`src/rtl/instruction_encoder_pkg.sv`:
```
// Shared instruction-set constants: opcodes, special register indices, word field layout
// and the encoder FSM state encoding.
package instruction_encoder_pkg;

    localparam logic [3:0] OP_ADD           = 4'd0;
    localparam logic [3:0] OP_SUB           = 4'd1;
    localparam logic [3:0] OP_MUL           = 4'd2;
    localparam logic [3:0] OP_DIV           = 4'd3;
    localparam logic [3:0] OP_CMP           = 4'd4;
    localparam logic [3:0] OP_AND           = 4'd5;
    localparam logic [3:0] OP_OR            = 4'd6;
    localparam logic [3:0] OP_NOT           = 4'd7;
    localparam logic [3:0] OP_TEST          = 4'd8;
    localparam logic [3:0] OP_MOVE          = 4'd9;
    localparam logic [3:0] OP_SHIFT         = 4'd10;
    localparam logic [3:0] OP_LOAD_STORE    = 4'd11;
    localparam logic [3:0] OP_LOAD_CONSTANT = 4'd12;
    localparam logic [3:0] OP_CALL          = 4'd13;
    localparam logic [3:0] OP_INTERRUPT     = 4'd14;
    // Opcodes above this one are undefined.
    localparam logic [3:0] OP_LAST          = OP_INTERRUPT;

    localparam logic [4:0] REG_SP  = 5'd28;
    localparam logic [4:0] REG_LR  = 5'd29;
    localparam logic [4:0] REG_PC  = 5'd30;
    localparam logic [4:0] REG_PSW = 5'd31;

    // Word layout: opcode [31:28], destination [27:23]; the operand fields below depend on the class.
    // Arithmetic keeps its source register and immediate in one union selected by the IS_IMMEDIATE bit.
    localparam int OPCODE_LSB              = 28;
    localparam int DEST_LSB                = 23;
    localparam int SRC_LSB                 = 18;
    localparam int ARITHMETIC_IS_IMMEDIATE = 22;
    localparam int ARITHMETIC_SRC_LSB      = 17;
    localparam int ARITHMETIC_IMMEDIATE_W  = 18;
    localparam int MOVE_SHIFT_IS_IMMEDIATE = 17;
    localparam int SHIFT_IS_LEFT           = 16;
    localparam int MOVE_SHIFT_IMMEDIATE_W  = 5;
    localparam int LOAD_STORE_MODE_LSB     = 15;
    localparam int LOAD_STORE_IMMEDIATE_W  = 10;
    localparam int LDC_IS_HIGH             = 16;
    localparam int LDC_CONSTANT_W          = 16;
    localparam int CALL_IMMEDIATE_W        = 19;

    typedef enum logic [1:0] {
        IDLE,
        EMIT,
        LDC_LOW,
        LDC_HIGH
    } state_t;

endpackage

```
`src/rtl/immediate_range_check.sv`:
```
// Combinational check that an immediate fits the field its opcode class encodes it into.
module immediate_range_check
    import instruction_encoder_pkg::*;
(
    input  logic [3:0]         opcode,
    input  logic               is_immediate,
    input  logic signed [31:0] immediate,
    output logic               in_range
);

    // Representable iff every bit above the field's sign bit is a copy of it.
    function automatic logic fits_signed(input logic signed [31:0] value, input int width);
        logic signed [31:0] upper;
        upper = value >>> (width - 1);
        return (upper == 32'sd0) || (upper == -32'sd1);
    endfunction

    function automatic logic fits_unsigned(input logic signed [31:0] value, input int width);
        return (value >>> width) == 32'sd0;
    endfunction

    always_comb begin
        in_range = 1'b1;
        case (opcode)
            OP_ADD, OP_SUB, OP_MUL, OP_DIV, OP_CMP:
                if (is_immediate) in_range = fits_signed(immediate, ARITHMETIC_IMMEDIATE_W);
            OP_MOVE, OP_SHIFT:
                if (is_immediate) in_range = fits_unsigned(immediate, MOVE_SHIFT_IMMEDIATE_W);
            OP_LOAD_STORE:
                in_range = fits_signed(immediate, LOAD_STORE_IMMEDIATE_W);
            OP_CALL:
                in_range = fits_signed(immediate, CALL_IMMEDIATE_W);
            default:
                in_range = 1'b1;
        endcase
    end

endmodule

```
`src/rtl/instruction_encoder.sv`:
```
// Turns an operation request into one 32-bit instruction word (two for LOAD_CONSTANT).
// Define ENCODER_CHECK_EN to compile in the register-legality check.
module instruction_encoder
    import instruction_encoder_pkg::*;
(
    input  logic               clock,
    input  logic               reset,
    input  logic               inValid,
    output logic               inReady,
    input  logic [3:0]         operationCode,
    input  logic [4:0]         destination,
    input  logic [4:0]         source,
    input  logic               isImmediate,
    input  logic signed [31:0] immediate,
    input  logic [2:0]         mode,
    input  logic               variantBit,
    output logic               outValid,
    input  logic               outReady,
    output logic [31:0]        IR,
    output logic               error
);

    state_t             state_p0, state_nx;
    logic               error_p0, error_nx;
    logic               accept, reject, in_range, regs_ok;
    logic [3:0]         op_p0;
    logic [4:0]         dest_p0, src_p0;
    logic               imm_flag_p0, variant_p0;
    logic signed [31:0] imm_p0;
    logic [2:0]         mode_p0;
    logic [31:0]        word;

    assign inReady  = reset && (state_p0 == IDLE);
    assign accept   = inValid && inReady;
    assign outValid = (state_p0 != IDLE);
    assign error    = error_p0;

    immediate_range_check u_range (
        .opcode       (operationCode),
        .is_immediate (isImmediate),
        .immediate    (immediate),
        .in_range     (in_range)
    );

`ifdef ENCODER_CHECK_EN
    function automatic logic is_system_reg(input logic [4:0] r);
        return (r == REG_SP) || (r == REG_LR) || (r == REG_PC) || (r == REG_PSW);
    endfunction

    function automatic logic is_flow_reg(input logic [4:0] r);
        return (r == REG_LR) || (r == REG_PC) || (r == REG_PSW);
    endfunction

    always_comb begin
        regs_ok = 1'b1;
        case (operationCode)
            OP_ADD, OP_SUB:
                regs_ok = (destination != REG_PSW) && (source != REG_PSW);
            OP_MUL, OP_DIV, OP_CMP:
                regs_ok = !is_system_reg(destination) && !is_system_reg(source);
            OP_AND, OP_OR, OP_NOT, OP_TEST:
                regs_ok = !is_flow_reg(destination) && !is_flow_reg(source);
            OP_LOAD_STORE:
                regs_ok = (source != REG_PSW) && !((source == REG_PC) && (mode != 3'd0));
            default:
                regs_ok = 1'b1;
        endcase
    end
`else
    assign regs_ok = 1'b1;
`endif

    assign reject = (operationCode > OP_LAST) || !in_range || !regs_ok;

    // Stage p0: control state, reset to IDLE so any pending word is dropped.
    always_ff @(posedge clock) begin
        if (!reset) begin
            state_p0 <= IDLE;
            error_p0 <= 1'b0;
        end else begin
            state_p0 <= state_nx;
            error_p0 <= error_nx;
        end
    end

    always_ff @(posedge clock) begin
        if (accept) begin
            op_p0       <= operationCode;
            dest_p0     <= destination;
            src_p0      <= source;
            imm_flag_p0 <= isImmediate;
            imm_p0      <= immediate;
            mode_p0     <= mode;
            variant_p0  <= variantBit;
        end
    end

    always_comb begin
        state_nx = state_p0;
        error_nx = 1'b0;
        case (state_p0)
            IDLE:
                if (accept) begin
                    if (reject)                               error_nx = 1'b1;
                    else if (operationCode == OP_LOAD_CONSTANT) state_nx = LDC_LOW;
                    else                                      state_nx = EMIT;
                end
            EMIT:     if (outReady) state_nx = IDLE;
            LDC_LOW:  if (outReady) state_nx = LDC_HIGH;
            LDC_HIGH: if (outReady) state_nx = IDLE;
            default:  state_nx = IDLE;
        endcase
    end

    always_comb begin
        word = '0;
        word[OPCODE_LSB +: 4] = op_p0;
        case (op_p0)
            OP_ADD, OP_SUB, OP_MUL, OP_DIV, OP_CMP: begin
                word[DEST_LSB +: 5] = dest_p0;
                word[ARITHMETIC_IS_IMMEDIATE] = imm_flag_p0;
                if (imm_flag_p0)
                    word[ARITHMETIC_IMMEDIATE_W-1:0] = imm_p0[ARITHMETIC_IMMEDIATE_W-1:0];
                else
                    word[ARITHMETIC_SRC_LSB +: 5] = src_p0;
            end
            OP_AND, OP_OR, OP_NOT, OP_TEST: begin
                word[DEST_LSB +: 5] = dest_p0;
                word[SRC_LSB +: 5]  = src_p0;
            end
            OP_MOVE, OP_SHIFT: begin
                word[DEST_LSB +: 5] = dest_p0;
                word[MOVE_SHIFT_IS_IMMEDIATE] = imm_flag_p0;
                word[SHIFT_IS_LEFT] = (op_p0 == OP_SHIFT) && variant_p0;
                if (imm_flag_p0)
                    word[MOVE_SHIFT_IMMEDIATE_W-1:0] = imm_p0[MOVE_SHIFT_IMMEDIATE_W-1:0];
                else
                    word[SRC_LSB +: 5] = src_p0;
            end
            OP_LOAD_STORE: begin
                word[DEST_LSB +: 5] = dest_p0;
                word[SRC_LSB +: 5]  = src_p0;
                word[LOAD_STORE_MODE_LSB +: 3] = mode_p0;
                word[LOAD_STORE_IMMEDIATE_W-1:0] = imm_p0[LOAD_STORE_IMMEDIATE_W-1:0];
            end
            OP_LOAD_CONSTANT: begin
                word[DEST_LSB +: 5] = dest_p0;
                word[LDC_IS_HIGH]   = (state_p0 == LDC_HIGH);
                word[LDC_CONSTANT_W-1:0] = (state_p0 == LDC_HIGH) ? imm_p0[31:16] : imm_p0[15:0];
            end
            OP_CALL:
                word[CALL_IMMEDIATE_W-1:0] = imm_p0[CALL_IMMEDIATE_W-1:0];
            default: ;
        endcase
    end

    assign IR = outValid ? word : 32'd0;

endmodule

```
`config.mk`:
```
export PLATFORM = sky130hd
export DESIGN_NAME = instruction_encoder
export DESIGN_NICKNAME = d
export VERILOG_FILES = /design/src/rtl/instruction_encoder_pkg.sv /design/src/rtl/immediate_range_check.sv /design/src/rtl/instruction_encoder.sv
export SDC_FILE = /design/constraint.sdc
export NUM_CORES = 1
export LEC_CHECK = 0
export CELL_PAD_IN_SITES_DETAIL_PLACEMENT = 1
export CELL_PAD_IN_SITES_GLOBAL_PLACEMENT = 1
export CORE_ASPECT_RATIO = 1.75
export CORE_UTILIZATION = 36
export CTS_BUF_LIST = sky130_fd_sc_hd__clkbuf_2
export DETAILED_ROUTE_END_ITERATION = 10
export PLACE_DENSITY_LB_ADDON = 0.1
export SETUP_SLACK_MARGIN = 0.05
export SYNTH_ARGS = -nofsm -noshare
export SYNTH_HDL_FRONTEND = slang
export SYNTH_SLANG_ARGS = --single-unit
```
`constraint.sdc`:
```
create_clock -name clock -period 2.7 [get_ports clock]
set_input_delay 0.54 -clock clock [delete_from_list [all_inputs] [get_ports clock]]
set_output_delay 0.54 -clock clock [all_outputs]
set_load 0.02 [all_outputs]
```
==> run_summary.xml <==
<?xml version="1.0" encoding="UTF-8"?>
<metrics>
  <group name="run_status">
    <metric name="failed_checks" unit="">setup timing</metric>
    <metric name="outcome" unit="">finished with violations</metric>
  </group>
  <group name="placement">
    <metric name="routabilityCongestion" unit="">0.7965</metric>
    <metric name="post-place-cells" unit="">398</metric>
    <metric name="place_hpwl" unit="mm">5.710</metric>
    <metric name="count_of_buffers_inserted_at_the_top_level_ports" unit="">89</metric>
  </group>
  <group name="synthesis">
    <metric name="synth-edff-count" unit="">51</metric>
    <metric name="mappedNetlistArea" unit="µm²">2542</metric>
    <metric name="synth-main-ff-cell" unit="">edfxtp_1</metric>
    <metric name="synth-seq-cells" unit="">54</metric>
    <metric name="synthArstFlopShare" unit="">0</metric>
    <metric name="synth_sequential_area_ratio" unit="">0.6260</metric>
    <metric name="synth.distinct_cells" unit="">44</metric>
    <metric name="synth_nets" unit="">265</metric>
    <metric name="synthesized_area_per_cell" unit="µm²">12.11</metric>
    <metric name="post_synth_inst_count" unit="">210</metric>
    <metric name="yosysWarningCount" unit="">0</metric>
  </group>
  <group name="detailed_routing">
    <metric name="drt-vias-per-instance" unit="">5.337</metric>
    <metric name="route.antenna.remaining_nets" unit="">0</metric>
    <metric name="drc" unit="">0</metric>
    <metric name="drt_pass1_iterations" unit="">4</metric>
    <metric name="drt-wirelength-per-cell" unit="µm">18.53</metric>
    <metric name="drtIter0Drc" unit="">91</metric>
    <metric name="detail_route.wirelength" unit="mm">7.745</metric>
    <metric name="dr_total_vias" unit="">2231</metric>
  </group>
  <group name="global_route">
    <metric name="first_global_vias" unit="">2355</metric>
    <metric name="grt_start_max_net_pins" unit="">24</metric>
    <metric name="track_usage" unit="">0.2143</metric>
    <metric name="gr-total-overflow" unit="">0</metric>
    <metric name="antenna_found_initial" unit="">0</metric>
    <metric name="global_route_wire_length_before_repair" unit="mm">11.63</metric>
  </group>
  <group name="floorplan">
    <metric name="io-pin-count" unit="">90</metric>
    <metric name="row_count" unit="">40</metric>
    <metric name="chipWidth" unit="µm">65.53</metric>
    <metric name="initial_utilization" unit="">0.3708</metric>
    <metric name="floorplan.die_area" unit="µm²">7415</metric>
    <metric name="die_h" unit="µm">113.2</metric>
    <metric name="floorplan.core_area" unit="µm²">6857</metric>
  </group>
  <group name="setup_path">
    <metric name="worst_r2r_startpoint" unit="">state_p0[1]$_SDFFE_PN0P_</metric>
    <metric name="crit_required" unit="ps">2160</metric>
    <metric name="timing.critical_path.to_type" unit="">output pin</metric>
    <metric name="worst_setup_path_startpoint" unit="">op_p0[3]$_DFFE_PP_</metric>
    <metric name="setup.worst_path.class" unit="">flip-flop to output pin</metric>
    <metric name="reg2reg_setup_slack" unit="ps">930</metric>
    <metric name="worstSetupStartpointType" unit="">flip-flop</metric>
    <metric name="crit_fanout" unit="">5</metric>
    <metric name="worst_ep_arrival_time" unit="ps">2330</metric>
  </group>
  <group name="clock_tree">
    <metric name="cts-buffers-inserted" unit="">5</metric>
    <metric name="clockRootBuffer" unit="">clkbuf_2</metric>
    <metric name="cts_max_level" unit="">2</metric>
    <metric name="tritoncts" unit="">built</metric>
    <metric name="clock_tree.buffer_depth" unit="">2</metric>
    <metric name="cts_num_sinks" unit="">54</metric>
    <metric name="worst_skew_pair.late_latency" unit="ps">450</metric>
    <metric name="clkTransAtPathRegs" unit="ps">240</metric>
  </group>
  <group name="final_layout">
    <metric name="number_of_antenna_diodes" unit="">0</metric>
    <metric name="most-common-layout-cells" unit="">clkdlybuf4s50_1 (60), edfxtp_1 (51), buf_4 (43), nor2_1 (33), a22oi_2 (13)</metric>
    <metric name="ff_latch_area" unit="µm²">1592</metric>
    <metric name="number_of_fillers_in_the_final_layout" unit="">747</metric>
    <metric name="areaGrowthSynthToFinish" unit="%">54.97</metric>
    <metric name="layout-drive-gt1-share" unit="">0.3204</metric>
    <metric name="final_nets" unit="">388</metric>
    <metric name="multiInputGateArea" unit="µm²">1072</metric>
    <metric name="final_common_cell" unit="">clkdlybuf4s50_1</metric>
    <metric name="final_cells" unit="">418</metric>
  </group>
  <group name="sta">
    <metric name="setup_violations" unit="">18</metric>
    <metric name="count_of_final_hold_check_violations" unit="">0</metric>
    <metric name="worst-slew-pin-transition" unit="ps">426.3</metric>
    <metric name="grt_setup_unrepaired" unit="">true</metric>
    <metric name="period_minus_ws_final" unit="ps">2870</metric>
    <metric name="clock.fmax" unit="MHz">348.4</metric>
    <metric name="slew-limit-headroom" unit="">0.7132</metric>
    <metric name="count_of_pins_over_their_slew_limit" unit="">0</metric>
    <metric name="finClkSkew" unit="ps">7.064</metric>
    <metric name="finalWorstSetupSlack" unit="ps">-170.5</metric>
    <metric name="timing.final.crit_share" unit="">1.063</metric>
  </group>
  <group name="pwr">
    <metric name="worst_ir_drop_vdd" unit="µV">318.4</metric>
    <metric name="static-leakage-power" unit="nW">1.441</metric>
    <metric name="design_power_total" unit="W">0.001639</metric>
    <metric name="power.density" unit="nW/µm²">415.9</metric>
  </group>
  <group name="flow_run">
    <metric name="max-cap-violations" unit="">0</metric>
  </group>
  <group name="min_path">
    <metric name="min_from" unit="">state_p0[1]$_SDFFE_PN0P_</metric>
    <metric name="hp-class" unit="">flip-flop to flip-flop</metric>
  </group>
</metrics>
==> power by group <==
part	switching, W	internal [W]	total [W]
clock network	0.000246	0.0000636	0.000309
logic	0.000164	0.000182	0.000345
registers	0.0000206	0.000964	0.000984
==> routing by layer <==
layer  global-route usage  up-vias  part of all wire
li1                     -     1053                 -
met1               0.1996     1068              0.34
met2               0.4192       86              0.59
met3              0.03427       24             0.036
met4               0.1159        0             0.040
met5                    0        -                 0
==> area by class of cell <==
type,instances,share of cell area
Tap cell,84,0.02668
Multi-Input combinational cell,147,0.2722
Clock buffer,6,0.007621
Clock inverter,2,0.002223
Sequential cell,54,0.4039
Inverter,3,0.002858
Timing Repair Buffer,122,0.2845
==> critical path, stage by stage (launching register included) <==
cell and delay [ps]:
edfxtp_1 530, buf_4 180, buf_4 130, buf_4 140
and4b_2 240, or2_4 300, a22oi_2 130, nor2_1 60
buf_4 170
==> worst paths after layout <==
check	end	depth (start not counted)
max	IR[6]	8
min	state_p0[1]$_SDFFE_PN0P_	2
max reg2reg	state_p0[1]$_SDFFE_PN0P_	8
min reg2reg	state_p0[1]$_SDFFE_PN0P_	2
==> stage by stage <==
stage                     setup TNS [ps]  hold WS [ps]    util  setup slack, ps  area [µm²]
after floorplan                        0         462.6       -            371.4        2542
after global placement                 0         484.6  0.5359            13.63        3675
after detailed placement          -837.4         489.9  0.5359           -88.13        3675
after CTS                          -1444         516.2  0.5566           -144.7        3816
after global routing               -4706         552.7  0.5746           -307.8        3940
final                              -2032         511.1  0.5746           -170.5        3940
==> cell families (layout without fill, tap and decap cells) <==
group / after synthesis / in the layout / synth area share
multiplexers: 2 / 2 / 0.007874
flip-flops: 54 / 54 / 0.6260
AO/OA/AOI/OAI: 46 / 46 / 0.1299
AND/OR/NAND/NOR: 98 / 98 / 0.2052
XOR/XNOR: 1 / 1 / 0.003446
buffers and inverters: 9 / 133 / 0.02756
==> repair_timing <==
item                       4_1_cts  5_1_grt
setup endpoints to repair       28       29
pin swaps                       10       11
hold buffers                     0        0
hold endpoints to repair         0        0
setup buffers                    9        4
cloned                           0        0
gates resized for setup        143       38
==> sequential cells by signal, indices dropped and copies added, names as in the netlist <==
register / flops
error: 1
imm_p0: 32
dest_p0: 5
mode_p0: 3
imm_flag_p0: 1
src_p0: 5
op_p0: 4
state_p0: 2
variant_p0: 1
==> synthesized netlist by cell type, types with 3 or more instances <==
cell / count / share of area
a21o_1: 3 / 0.0089
a21oi_1: 6 / 0.012
a22oi_1: 19 / 0.056
a31oi_1: 3 / 0.0074
and2_1: 12 / 0.030
dfxtp_1: 3 / 0.024
edfxtp_1: 51 / 0.60
inv_1: 3 / 0.0044
nand2_1: 15 / 0.022
nand2b_1: 4 / 0.0098
nand3_1: 3 / 0.0059
nand4_1: 5 / 0.012
nor2_1: 35 / 0.052
nor3_1: 3 / 0.0059
nor3b_1: 4 / 0.012
nor4_1: 4 / 0.0098
o21ai_0: 3 / 0.0059
Note: power is estimated with default switching activity, not from simulation.
